**config.mk**
```make
export PLATFORM = sky130hd
export DESIGN_NAME = pixel_plot_receiver
export DESIGN_NICKNAME = d
export VERILOG_FILES = /design/src/rtl/pixel_plot_receiver.sv
export SDC_FILE = /design/constraint.sdc
export NUM_CORES = 1
export LEC_CHECK = 0
export CAP_MARGIN = 15
export CORE_UTILIZATION = 30
export DETAILED_ROUTE_END_ITERATION = 10
export PLACE_DENSITY = 0.58
export SYNTH_ARGS = -nofsm -noshare
export SYNTH_HDL_FRONTEND = slang
export SYNTH_SLANG_ARGS = --single-unit
```
**constraint.sdc**
```tcl
create_clock -name clock -period 9.05 [get_ports clock]
set_input_delay 1.3575 -clock clock [delete_from_list [all_inputs] [get_ports clock]]
set_output_delay 1.3575 -clock clock [all_outputs]
set_load 0.05 [all_outputs]
```
**src/rtl/pixel_plot_receiver.sv**
```systemverilog
`timescale 1ns/1ps
// Pixel-address sink: buffers plot beats in a 4-deep fall-through FIFO, range-checks them,
// linearises (x,y) into a 320x240 framebuffer address, and can sweep the buffer to BG_COLOUR.
module pixel_plot_receiver #(
    parameter int H_RES  = 320,
    parameter int V_RES  = 240,
    parameter int X_W    = 9,
    parameter int Y_W    = 8,
    parameter int COL_W  = 3,
    parameter int ADDR_W = 17,
    parameter logic [COL_W-1:0] BG_COLOUR = '0
) (
    input  logic              clock,
    input  logic              resetn,
    input  logic [X_W-1:0]    xAdd,
    input  logic [Y_W-1:0]    yAdd,
    input  logic [COL_W-1:0]  colour,
    input  logic              plotEnable,
    output logic              ready,
    input  logic              clear_req,
    output logic [ADDR_W-1:0] fb_addr,
    output logic [COL_W-1:0]  fb_data,
    output logic              fb_we,
    output logic              busy,
    output logic [ADDR_W-1:0] pixel_count,
    output logic              oob_err,
    output logic              o_dbg_state
);

    typedef enum logic {ST_IDLE = 1'b0, ST_CLEAR = 1'b1} state_t;

    localparam int BEAT_W = X_W + Y_W + COL_W;
    localparam logic [X_W:0]    LP_H_LIM  = (X_W+1)'(H_RES);
    localparam logic [Y_W:0]    LP_V_LIM  = (Y_W+1)'(V_RES);
    localparam logic [ADDR_W-1:0] LP_ROW  = ADDR_W'(H_RES);
    localparam logic [ADDR_W-1:0] LP_LAST = ADDR_W'(H_RES*V_RES - 1);

    state_t              r_state;
    state_t              w_next_state;
    logic [BEAT_W-1:0]   r_fifo [0:3];
    logic [1:0]          r_wr_ptr;
    logic [1:0]          r_rd_ptr;
    logic [2:0]          r_count;
    logic [ADDR_W-1:0]   r_clr_cnt;
    logic [ADDR_W-1:0]   r_fb_addr;
    logic [COL_W-1:0]    r_fb_data;
    logic                r_fb_we;
    logic [ADDR_W-1:0]   r_pixel_count;
    logic                r_oob_err;

    logic                w_push;
    logic                w_pop;
    logic [BEAT_W-1:0]   w_head;
    logic [X_W-1:0]      w_head_x;
    logic [Y_W-1:0]      w_head_y;
    logic [COL_W-1:0]    w_head_c;
    logic                w_in_range;
    logic [ADDR_W-1:0]   w_pix_addr;

    // Handshake: a beat transfers at a rising edge when plotEnable and ready are both high;
    // ready depends only on the registered count, so a full FIFO never pushes even if it pops.
    assign ready  = (r_count != 3'd4);
    assign w_push = plotEnable & ready;

    assign w_head   = r_fifo[r_rd_ptr];
    assign w_head_x = w_head[BEAT_W-1 -: X_W];
    assign w_head_y = w_head[COL_W +: Y_W];
    assign w_head_c = w_head[COL_W-1:0];

    assign w_in_range = ({1'b0, w_head_x} < LP_H_LIM) && ({1'b0, w_head_y} < LP_V_LIM);
    // Row term kept at full address width so y*320 never truncates.
    assign w_pix_addr = (ADDR_W'(w_head_y) * LP_ROW) + ADDR_W'(w_head_x);

    always_comb begin
        w_next_state = r_state;
        w_pop        = 1'b0;
        case (r_state)
            ST_IDLE: begin
                if (clear_req) begin
                    w_next_state = ST_CLEAR;
                end else if (r_count != 3'd0) begin
                    w_pop = 1'b1;
                end
            end
            ST_CLEAR: begin
                if (r_clr_cnt == LP_LAST) begin
                    w_next_state = ST_IDLE;
                end
            end
            default: w_next_state = ST_IDLE;
        endcase
    end

    always_ff @(posedge clock) begin
        if (!resetn) begin
            r_state <= ST_IDLE;
        end else begin
            r_state <= w_next_state;
        end
    end

    always_ff @(posedge clock) begin
        if (w_push) begin
            r_fifo[r_wr_ptr] <= {xAdd, yAdd, colour};
        end
    end

    always_ff @(posedge clock) begin
        if (!resetn) begin
            r_wr_ptr <= 2'd0;
            r_rd_ptr <= 2'd0;
            r_count  <= 3'd0;
        end else begin
            if (w_push) r_wr_ptr <= r_wr_ptr + 2'd1;
            if (w_pop)  r_rd_ptr <= r_rd_ptr + 2'd1;
            case ({w_push, w_pop})
                2'b10:   r_count <= r_count + 3'd1;
                2'b01:   r_count <= r_count - 3'd1;
                default: r_count <= r_count;
            endcase
        end
    end

    always_ff @(posedge clock) begin
        if (!resetn) begin
            r_clr_cnt     <= '0;
            r_fb_addr     <= '0;
            r_fb_data     <= '0;
            r_fb_we       <= 1'b0;
            r_pixel_count <= '0;
            r_oob_err     <= 1'b0;
        end else begin
            r_fb_we <= 1'b0;
            case (r_state)
                ST_IDLE: begin
                    if (clear_req) begin
                        r_clr_cnt     <= '0;
                        r_pixel_count <= '0;
                        r_oob_err     <= 1'b0;
                    end else if (w_pop) begin
                        if (w_in_range) begin
                            r_fb_addr <= w_pix_addr;
                            r_fb_data <= w_head_c;
                            r_fb_we   <= 1'b1;
                            if (r_pixel_count != {ADDR_W{1'b1}}) begin
                                r_pixel_count <= r_pixel_count + 1'b1;
                            end
                        end else begin
                            r_oob_err <= 1'b1;
                        end
                    end
                end
                ST_CLEAR: begin
                    r_fb_addr <= r_clr_cnt;
                    r_fb_data <= BG_COLOUR;
                    r_fb_we   <= 1'b1;
                    r_clr_cnt <= (r_clr_cnt == LP_LAST) ? '0 : r_clr_cnt + 1'b1;
                end
                default: r_fb_we <= 1'b0;
            endcase
        end
    end

    assign fb_addr     = r_fb_addr;
    assign fb_data     = r_fb_data;
    assign fb_we       = r_fb_we;
    assign pixel_count = r_pixel_count;
    assign oob_err     = r_oob_err;
    assign busy        = (r_state == ST_CLEAR) || (r_count != 3'd0);
    assign o_dbg_state = r_state;

endmodule
```
==> flow_summary.ini, run 1 <==
[synthesis]
synth_cell_type_count = 64
avgSynthCellArea_um2 = 12.49
syn_inst = 534
seq_area_frac_synth = 0.5583
synthesis.nets = 584
synth_edf_count = 80
ys_warn_count = 0
synthesis.area_um2 = 6669
ys_async_sr_fraction = 0
ys_ff_latch = 146
synthFlopType = edfxtp_1

[floorplanning]
core_um2 = 21820
die_h_um = 151.1
die_w_um = 151.1
die_area_um2 = 22830
rows = 54
io_pins = 66
start_util = 0.3056

[detailed_routing]
routedWlPerCell_um = 16.44
drt_iter0_drc = 233
wl_um = 14680
first_pass_iters = 4
drc = 0
ant_nets = 0
via_per_inst = 5.106
via_count = 4560

[clock_network]
cts_setup_buffers = 0
cts_tree = done
cts_root_buf = clkbuf_16
clkSinkCount = 146
numCtsBuffers = 17
clock_latency_ns = 0.42
hold_buffers = 0
clk_pin_slew_ns = 0.06
ctsHtreeMaxLevel = 4
cts.path.max_buffers = 2
cts_resized = 0

[critical_path]
start_kind = register
reg2reg_depth = 10
cp.arrival_ns = 2.76
end_kind = primary output
crit_path_max_fanout = 17
reg2reg_to = fb_addr[16]$_SDFFE_PN0P_
worstPathRequired_ns = 7.69
r2r_slack_ns = 5.33
crit_type = reg2out

[global_route]
grt-ovfl-total = 0
grt_usage = 0.1351
antenna_found_initial = 0
grt_pass1_wl_um = 23200
grt_max_degree = 37
first_global_vias = 4478

[timing]
period_minus_slack_ns = 4.120
max_freq_mhz = 242.7
setup_viol = 0
rsz0062_at_grt = no
skew_ns = 0.01176
fin_crit_sh = 0.4552
slew_violations = 0
slew_headroom = 0.2262
hold_viol = 0
tightest_slew_ns = 1.161
finalSetupTns_ns = 0

[run]
maxCapViolations = 0

[pwr]
ir_drop_mv = 0.09466
fin_total_pwr_w = 0.002279
p_int_w = 0.001463
p_seq_frac = 0.351
swShare = 0.3582
p_switching_w = 0.0008164
power.density_nw_per_um2 = 279.9
power_frac_clock = 0.292
power.share.combinational = 0.357
power_leakage_nw = 2.670

[placed_design]
portBuffers = 65
placed_cell_area_um2 = 7585
gp_congestion = 0.8238
dp_hpwl_um = 10030

[finish]
final_cell_mix = 80 x edfxtp_1, 66 x dfxtp_1, 65 x clkdlybuf4s50_1
fill_cells = 2069
post-route-cell-area_um2 = 8143
area_growth_pct = 22.10
drive_gt1_frac = 0.1272
layout_commonest_cell = edfxtp_1
diodes = 0
nets = 651

[min_path]
whs_path_depth = 2
hold_end = fb_addr[10]$_SDFFE_PN0P_
holdCritPathClass = reg2reg
worstHoldStart = fb_addr[10]$_SDFFE_PN0P_

[outcome]
status = finished, final reports clean
## power by group through the flow
stage               Clock (W)  Combinational [W]  Sequential [W]
floorplan                   0           0.000545        0.000879
global placement            0           0.000806        0.000811
detailed placement          0           0.000819        0.000815
CTS                  0.000679           0.000823        0.000801
global route         0.000706           0.000899        0.000807
finish               0.000665           0.000815        0.000800
## critical path, cell delays in order, from the launching register on
cell and delay [ns]:
dfxtp_1 0.77, inv_1 0.50, nand2_1 0.25, clkdlybuf4s50_1 0.82
## kinds of logic after synthesis
kind of cell / synth area share
buffers and inverters: 0.03358
AOI/OAI and AO/OA: 0.1128
adders and majority gates: 0.05216
DFF: 0.5583
muxes: 0.07298
xor gates and xnor gates: 0.03415
and+or+nand+nor: 0.1360
## worst max-delay path by stage
stage / startpoint / end / slack (ns) / cells past startpoint
finish: o_dbg_state$_SDFF_PN0_ / busy / 4.93 / 3
global route: o_dbg_state$_SDFF_PN0_ / busy / 4.79 / 3
CTS: o_dbg_state$_SDFF_PN0_ / busy / 4.93 / 3
detailed placement: clear_req / r_count[2]$_SDFFE_PN0P_ / 5.03 / 9
global placement: clear_req / r_count[2]$_SDFFE_PN0P_ / 5.11 / 9
floorplan: register / fb_addr[13]$_SDFFE_PN0P_ / 5.24 / 12
## layout make-up
cell class	instances	area, um2	area share
clock buffer	18	429.2	0.05270
clock inverter	13	128.9	0.01583
inverter	31	116.4	0.01429
multi-input combinational	337	2721	0.3342
sequential	146	3724	0.4573
tap	280	350.3	0.04302
timing repair buffer	68	673.1	0.08267
## routing by layer
metal  track usage  wire length [um]  share of wire
met1        0.1673              6465           0.44
met2        0.2287              7157           0.49
met3       0.03042               836          0.057
met4       0.05100               225          0.015
met5             0                 0              0
## state kept, by name (all words and copies together), names as in the netlist, 2 cells and up, named ones only
register and cells:
r_wr_ptr 2, r_rd_ptr 2, r_clr_cnt 17, fb_data 3, r_fifo 80, pixel_count 17, fb_addr 17, r_count 3
## per-stage QoR
stage / std cells / hold slack (ns) / utilization / setup slack [ns]
global placement: 862 / 0.4469 / 0.3476 / 5.111
finish: 893 / 0.4578 / 0.3731 / 4.930
global route: 893 / 0.4811 / 0.3731 / 4.785
floorplan: 534 / 0.4692 / - / 5.244
detailed placement: 862 / 0.4524 / 0.3476 / 5.029
CTS: 893 / 0.4617 / 0.3731 / 4.929
## cells in the mapped netlist (all sizes together), types with 4 or more instances
master	instances	area share
or2	4	0.0038
nand2	22	0.014
a21oi	34	0.031
mux4	20	0.071
nand3	15	0.011
a22oi	8	0.0090
dfxtp	66	0.20
nor3b	5	0.0071
o22ai	4	0.0038
nand4	7	0.0088
nor2	49	0.028
inv	30	0.017
nor4	6	0.0056
o221ai	10	0.013
ha	23	0.043
buf	7	0.0088
nor3	16	0.017
or3	5	0.0047
and2	5	0.0047
xor2	8	0.011
edfxtp	80	0.36
and3	8	0.0075
clkbuf	13	0.0073
xnor2	18	0.024
o21ai	26	0.021
Note: power is estimated with default switching activity, not from simulation.
==> inputs of run 2 (changes only) <==
Clock period 9.05 ns to 3.95 ns, I/O delays scaled along.
==> run 2 against run 1 <==
  * Non-clock buffer count increased by 7
  * Critical path type is now reg2reg
  * Largest cell class unchanged
  * Sequential share of layout area decreased by 0.42 points
  * Critical path depth rose by 8
==> flow_summary.ini, run 2 (synthesis gave the netlist of run 1 again) <==
[outcome]
status = finished, final reports clean

[clock_network]
ctsHtreeMaxLevel = 4
cts.path.max_buffers = 2
clk_pin_slew_ns = 0.06
cts_setup_buffers = 0
clkSinkCount = 146
cts_root_buf = clkbuf_16
hold_buffers = 0
clock_latency_ns = 0.42
cts_resized = 0
cts_tree = done
numCtsBuffers = 17

[floorplanning]
start_util = 0.3056
die_h_um = 151.1
die_area_um2 = 22830
die_w_um = 151.1
io_pins = 66
core_um2 = 21820
rows = 54

[finish]
diodes = 0
multiInputGateArea_um2 = 2721
layout_commonest_cell = edfxtp_1
post-route-util = 0.3766
drive_gt1_frac = 0.1353
fill_cells = 2077
final_cell_mix = 80 x edfxtp_1, 66 x dfxtp_1, 65 x clkdlybuf4s50_1
post-route-cell-area_um2 = 8218
area_growth_pct = 23.23
nets = 658
largest-register = r_fifo
largest_register_ffs = 80
seqCellArea_um2 = 3724

[global_route]
grt-ovfl-total = 0
first_global_vias = 4448
grt_usage = 0.1333
grt_max_degree = 37
grt_pass1_wl_um = 23030
antenna_found_initial = 0

[timing]
whs_ns = 0.4510
skew_ns = 0.01257
finalSetupTns_ns = 0
tightest_slew_ns = 1.102
slew_violations = 0
fin_crit_sh = 0.9163
rsz0062_at_grt = no
setup_viol = 0
period_minus_slack_ns = 3.619
max_freq_mhz = 276.3
slew_headroom = 0.2654
hold_viol = 0

[detailed_routing]
via_count = 4464
wl_um = 14320
ant_nets = 0
via_per_inst = 4.954
first_pass_iters = 4
routedWlPerCell_um = 15.89
drt_iter0_drc = 306
drc = 0

[critical_path]
crit_path_max_incr_delay_ns = 0.54
start_kind = register
reg2reg_to = fb_addr[16]$_SDFFE_PN0P_
cp_slowest_cell = mux4_2
r2r_slack_ns = 0.33
end_kind = register
cp_cell_sequence = buf_4, mux4_2, ha_1, ha_1, fa_1, a211oi_1, o22ai_1, nand4bb_1, nor4b_1, a211oi_1, o22ai_1
cp.arrival_ns = 3.96
worstPathRequired_ns = 4.29
reg2reg_depth = 11
crit_path_max_fanout = 7
crit_type = reg2reg
crit_end = fb_addr[16]$_SDFFE_PN0P_

[placed_design]
gp_congestion = 0.8086
dp_hpwl_um = 10090
placed_cell_area_um2 = 7637
portBuffers = 65

[min_path]
holdCritPathClass = reg2reg

[pwr]
ir_drop_mv = 0.2864
power.density_nw_per_um2 = 642.8
power_leakage_nw = 2.718
fin_total_pwr_w = 0.005283

[run]
maxCapViolations = 0
[run 2: routing by layer]
metal | wire [um] | global-route usage | part of all wire | up-vias
li1 | - | - | - | 2169
met1 | 6572 | 0.1689 | 0.46 | 2180
met2 | 6811 | 0.2202 | 0.48 | 101
met3 | 775 | 0.03464 | 0.054 | 14
met4 | 155 | 0.04450 | 0.011 | 0
met5 | 0 | 0 | 0 | -
[run 2: cell type report]
| cell class | instances | share of cell area |
|---|---|---|
| Clock inverter | 11 | 0.01583 |
| Multi-Input combinational cell | 337 | 0.3312 |
| Tap cell | 280 | 0.04263 |
| Sequential cell | 146 | 0.4531 |
| Timing Repair Buffer | 75 | 0.08831 |
| Inverter | 31 | 0.01416 |
| Clock buffer | 21 | 0.05481 |
[run 2: stage by stage]
stage | cells | setup WS (ns)
after floorplan | 534 | 0.1437
after global placement | 869 | 0.4400
after detailed placement | 869 | 0.3245
after CTS | 901 | 0.3193
after global routing | 901 | 0.1114
final | 901 | 0.3308
[run 2: worst min-delay path by stage]
stage          slack, ns                       end                      from  cells after the start
3_5_place_dp        0.45   fb_addr[8]$_SDFFE_PN0P_   fb_addr[8]$_SDFFE_PN0P_                      2
6_report            0.45   fb_addr[0]$_SDFFE_PN0P_   fb_addr[0]$_SDFFE_PN0P_                      2
3_3_place_gp        0.45   fb_addr[6]$_SDFFE_PN0P_   fb_addr[6]$_SDFFE_PN0P_                      2
5_1_grt             0.47   fb_addr[2]$_SDFFE_PN0P_   fb_addr[2]$_SDFFE_PN0P_                      2
4_1_cts             0.46   fb_addr[8]$_SDFFE_PN0P_   fb_addr[8]$_SDFFE_PN0P_                      2
2_1_floorplan       0.47  r_wr_ptr[1]$_SDFFE_PN0P_  r_wr_ptr[1]$_SDFFE_PN0P_                      2
[run 2: report_power, final]
part / internal, W / total [W] / switching, W
Clock: 0.000953 / 0.00158 / 0.000624
Sequential: 0.00176 / 0.00184 / 0.0000802
Combinational: 0.000732 / 0.00186 / 0.00113
[run 2: worst max-delay path: cells and delay by family (launching register included)]
kind | cells | cell delay [ns]
DFF | 1 | 0.52
buffers and inverters | 1 | 0.24
adders and majority gates | 3 | 0.83
AOI/OAI and AO/OA | 4 | 0.78
and+or+nand+nor | 2 | 0.63
muxes | 1 | 0.54
